`config.mk`:
```
export PLATFORM = sky130hd
export DESIGN_NAME = rf_ex_interlock
export DESIGN_NICKNAME = d
export VERILOG_FILES = /design/src/rtl/rf_ex_interlock.sv
export SDC_FILE = /design/constraint.sdc
export NUM_CORES = 1
export LEC_CHECK = 0
export ABC_AREA = 1
export BUFFER_PORTS_ARGS = -buffer_cell sky130_fd_sc_hd__buf_2
export CAP_MARGIN = 25
export CORE_UTILIZATION = 49
export DETAILED_ROUTE_END_ITERATION = 6
export PLACE_DENSITY = 0.81
export SYNTH_ARGS = -nofsm -noshare
export SYNTH_HDL_FRONTEND = slang
export SYNTH_SLANG_ARGS = --single-unit
```
`constraint.sdc`:
```
create_clock -name clk -period 2.15 [get_ports clk]
set_clock_uncertainty 0.1 [all_clocks]
set_input_delay 0.3225 -clock clk [delete_from_list [all_inputs] [get_ports clk]]
set_output_delay 0.3225 -clock clk [all_outputs]
set_load 0.05 [all_outputs]
```
`src/rtl/rf_ex_interlock.sv`:
```
// RF->EX->MEM tag pipeline with load-use interlock.
// Bubbles EX and holds IF/RF while an operand waits on a load.
module rf_ex_interlock #(
  parameter logic [31:0] NOP_INST       = 32'h83FF_F800,
  parameter bit          MEM_LOAD_STALL = 1'b1
) (
  input  logic        clk,
  input  logic        rst_n,
  input  logic [31:0] inst_rf,
  input  logic [31:0] pc_rf,
  input  logic [31:0] a_rf,
  input  logic [31:0] b_rf,
  input  logic [31:0] d_rf,
  input  logic        ra_used,
  input  logic        rb_used,
  input  logic        rc_used,
  input  logic        rc_writes,
  input  logic        flush,
  input  logic        mem_stall,
  output logic        stall_rf,
  output logic [31:0] inst_ex,
  output logic [31:0] pc_ex,
  output logic [31:0] a_ex,
  output logic [31:0] b_ex,
  output logic [31:0] d_ex,
  output logic [4:0]  rc_ex,
  output logic [4:0]  rc_mem,
  output logic        op_br_or_jmp_ex,
  output logic        op_br_or_jmp_mem,
  output logic        ld_ex,
  output logic        ld_mem
);

  localparam logic [4:0] R31 = 5'd31;

  logic [5:0] op_rf;
  logic [4:0] rc_rf;
  logic [4:0] ra_rf;
  logic [4:0] rb_rf;
  logic       ld_rf;
  logic       br_rf;
  logic       hazard_ex;
  logic       hazard_mem;
  logic       hazard;

  assign op_rf = inst_rf[31:26];
  assign rc_rf = inst_rf[25:21];
  assign ra_rf = inst_rf[20:16];
  assign rb_rf = inst_rf[15:11];

  // Decode load and control-transfer classes of the RF instruction
  always_comb begin
    ld_rf = (op_rf == 6'h18) | (op_rf == 6'h1F);
    br_rf = (op_rf == 6'h1B) | (op_rf == 6'h1C) |
            (op_rf == 6'h1D);
  end

  // Operand dependence on a load still in EX or MEM; R31 never matches
  always_comb begin
    hazard_ex = ld_ex & (rc_ex != R31) &
                ((ra_used & (ra_rf == rc_ex)) |
                 (rb_used & (rb_rf == rc_ex)) |
                 (rc_used & (rc_rf == rc_ex)));
    hazard_mem = MEM_LOAD_STALL & ld_mem &
                 (rc_mem != R31) &
                 ((ra_used & (ra_rf == rc_mem)) |
                  (rb_used & (rb_rf == rc_mem)) |
                  (rc_used & (rc_rf == rc_mem)));
    hazard = hazard_ex | hazard_mem;
  end

  // A flushed RF instruction is discarded, so it never needs holding
  assign stall_rf = mem_stall | (hazard & ~flush);

  // EX stage: take RF, insert a bubble, or hold on a memory stall
  always_ff @(posedge clk) begin
    if (!rst_n) begin
      inst_ex         <= NOP_INST;
      pc_ex           <= '0;
      a_ex            <= '0;
      b_ex            <= '0;
      d_ex            <= '0;
      rc_ex           <= R31;
      ld_ex           <= 1'b0;
      op_br_or_jmp_ex <= 1'b0;
    end else if (!mem_stall) begin
      if (flush | hazard) begin
        inst_ex         <= NOP_INST;
        pc_ex           <= '0;
        a_ex            <= '0;
        b_ex            <= '0;
        d_ex            <= '0;
        rc_ex           <= R31;
        ld_ex           <= 1'b0;
        op_br_or_jmp_ex <= 1'b0;
      end else begin
        inst_ex         <= inst_rf;
        pc_ex           <= pc_rf;
        a_ex            <= a_rf;
        b_ex            <= b_rf;
        d_ex            <= d_rf;
        rc_ex           <= rc_writes ? rc_rf : R31;
        ld_ex           <= ld_rf;
        op_br_or_jmp_ex <= br_rf;
      end
    end
  end

  // MEM tags follow EX unless the data memory is busy
  always_ff @(posedge clk) begin
    if (!rst_n) begin
      rc_mem           <= R31;
      ld_mem           <= 1'b0;
      op_br_or_jmp_mem <= 1'b0;
    end else if (!mem_stall) begin
      rc_mem           <= rc_ex;
      ld_mem           <= ld_ex;
      op_br_or_jmp_mem <= op_br_or_jmp_ex;
    end
  end

endmodule
```
==> out/results.txt <==
status = finished with violations
failing checks = setup timing
post-DP HPWL = 18200 microns
Final period util = 100%
clk_lat worst skew = 0.43 ns
RSZ-0062 raised after global routing = yes
Peak VDD IR = 0.536 mV
CP max stage cell = dfxtp_4
max_cap viols = 0
Distinct cells, synth = 23
placed instance area = 10400 sq um
number of global-route vias before repair = 8420
final hold violations = 0
crit path kind = flop to output pin
global-route wire length before repair = 42000 microns
Vias/cell = 5.26
final setup margin = -0.000783 ns
die area = 17700 sq um
most frequent CP cell = nand2_2
TritonCTS clock tree = done
core area = 16700 sq um
P_leak = 5.73 nW
H-tree depth = 4
#FFs+latches synth = 174
gr ovfl total = 0
clock transition at the registers of the reported paths = 0.07 ns
CTS Buf Count = 17
CP Data Arrival Time = 1.73 ns
Critical Path Fanout Max = 6
CTS Sinks = 174
max incr delay on CP = 0.37 ns
# rows = 47
Synth Cell Area = 8430 sq um
post-route antenna net violation count = 0
Setup Total Neg Slack = -0.000783 ns
largest net degree at the start of global routing = 113
fin cells = 1797
Cells after Synth = 1266
mean post-synth cell area = 6.66 sq um
WL/cell = 14.9 microns
Syn Nets = 1434
power per cell area = 722 nW/um^2
fin. max-slew vios = 0
layout cell share with drive strength beyond 1 = 28.5%
Placer Congestion = 0.934
Synth-to-Final Area Change = 31.9%
nets = 1729
Synth Warn # = 0
initial drt markers = 738
first drt pass iteration count = 6
Fmax = 0.465 GHz
# IOs = 343
CP endpoint kind = output pin
critical path data required time = 1.73 ns
WP buf/inv = 2
crit-path leading delay family = simple AND/OR/NAND/NOR gates
total power = 8.03 mW
Post-CTS Hold Fix Bufs = 0
initial antenna violation count = 4
CTS max path bufs = 2
die height = 133 microns
Tmin final = 2.15 ns
Slew @ Worst Pin = 0.467 ns
final setup fails = 1
WL final = 26800 microns
DR vias = 9449
Worst Setup Start Kind = flop
Initial Util = 50.5%
Port Buffers = 342
die width = 133 microns
post-route cell area = 11100 sq um
placed insts = 1752
clk root buf = clkbuf_16
sequential share of the synthesized area = 41.3%
Residual DRC = 0
HP Class = input pin to flop
CP Cell Sequence = buf_4, nand2_1, nand2_1, nor2_1, nand3_1, nand3_2, nand2_4, nand2_2, nand2_2, nand2_2, buf_8
relative slew slack = 68.8%
All-Layer GR Usage = 29.4%
==> cells in the final DEF, fill, tap and decap left out, types with 8 or more instances in the layout <==
cell type	netlist	routed
inv_1	167	167
clkbuf_16	0	17
dfxtp_4	0	8
nor2_1	175	174
nand2_1	256	248
dfxtp_1	174	164
buf_4	7	23
nand4_1	171	171
buf_12	1	18
o21ai_0	12	9
nand2_2	1	8
a21oi_1	174	174
buf_2	17	340
==> final timing paths <==
check                           slack (ns)                   start                             to  cells past startpoint
worst max register to register        0.15   rc_ex[0]$_SDFFE_PN1N_          rc_ex[1]$_SDFFE_PN1N_                     12
worst min register to register        0.36  pc_ex[18]$_SDFFE_PN0N_         pc_ex[18]$_SDFFE_PN0N_                      2
worst min-delay path                  0.07                   rst_n  op_br_or_jmp_mem$_SDFFE_PN0N_                      3
worst max-delay path               -0.0008  rc_mem[3]$_SDFFE_PN1N_                       stall_rf                     11
==> where the power goes <==
part           switching, mW  internal (mW)  total, mW
Sequential            0.0859           3.36       3.44
Combinational           1.06          0.456       1.51
Clock                   1.43           1.65       3.07
Total                   2.57           5.46       8.03
==> routing by layer <==
| layer | global-route usage (%) | part of all wire, % | vias to the layer above |
|---|---|---|---|
| li1 | - | - | 4697 |
| met4 | 12.2 | 3.3 | 2 |
| met3 | 7.76 | 8.6 | 68 |
| met2 | 47.8 | 47 | 411 |
| met1 | 36.9 | 41 | 4271 |
| met5 | 0 | 0.049 | - |
==> registers in the layout, summed over array words and instances (netlist names) <==
register          count
rc_mem                5
op_br_or_jmp_ex       1
pc_ex                32
ld_mem                1
rc_ex                 5
d_ex                 32
b_ex                 32
inst_ex              32
ld_ex                 1
a_ex                 32
op_br_or_jmp_mem      1
==> cell type report <==
type	count	area [sq um]
flip-flops and latches	174	3520
inverters	175	664
multi-input cells	807	3770
repair buffers	386	2300
diodes	3	7.51
fillers	1510	5590
well taps	220	275
clock inverters	14	149
clock buffers	18	429
==> cells by family after synthesis <==
kind of cell / count (synthesis) / share of synthesized area [%]
compound gates: 193 / 11.5
xor+xnor: 1 / 0.104
buf+inv: 285 / 14.3
flops: 174 / 41.3
simple gates: 613 / 32.7
==> per-stage QoR <==
stage / hold slack, ns / worst slack [ns] / utilization, %
2_1_floorplan: 0.358 / 0.0447 / -
3_3_place_gp: 0.341 / 0.138 / 62.1
3_5_place_dp: 0.345 / 0.124 / 62.1
4_1_cts: 0.0532 / -0.0458 / 66.2
5_1_grt: 0.0695 / -0.0897 / 66.5
6_report: 0.0673 / -0.000783 / 66.5
==> what timing repair did <==
item,4_1_cts,5_1_grt
setup endpoints to repair,1,10
buffers inserted,7,3
pin swaps,13,13
resized for setup,18,10
==> worst register-to-register path: stages, from the launching register on <==
cell and delay [ns]:
dfxtp_4 0.39, buf_12 0.11, buf_4 0.12, nand4_1 0.07, o21a_1 0.21, nand2_4 0.09
buf_4 0.10, buf_4 0.12, buf_12 0.19, buf_12 0.19, nand4_1 0.08, nand2_1 0.08
nand2_1 0.05
==> synthesized netlist by cell type, drive strengths merged <==
library cell  number  area, sq um
nand4            171         1070
clkinv             1         3.75
a21oi            174          871
inv              174          653
nand2            258          978
buf               40          289
o21a               2         15.0
nand3              9         50.1
clkbuf            70          263
nor2             175          657
o21ai             16         80.1
xor2               1         8.76
a22oi              1         7.51
dfxtp            174         3480
(Power assumes the default switching activity.)
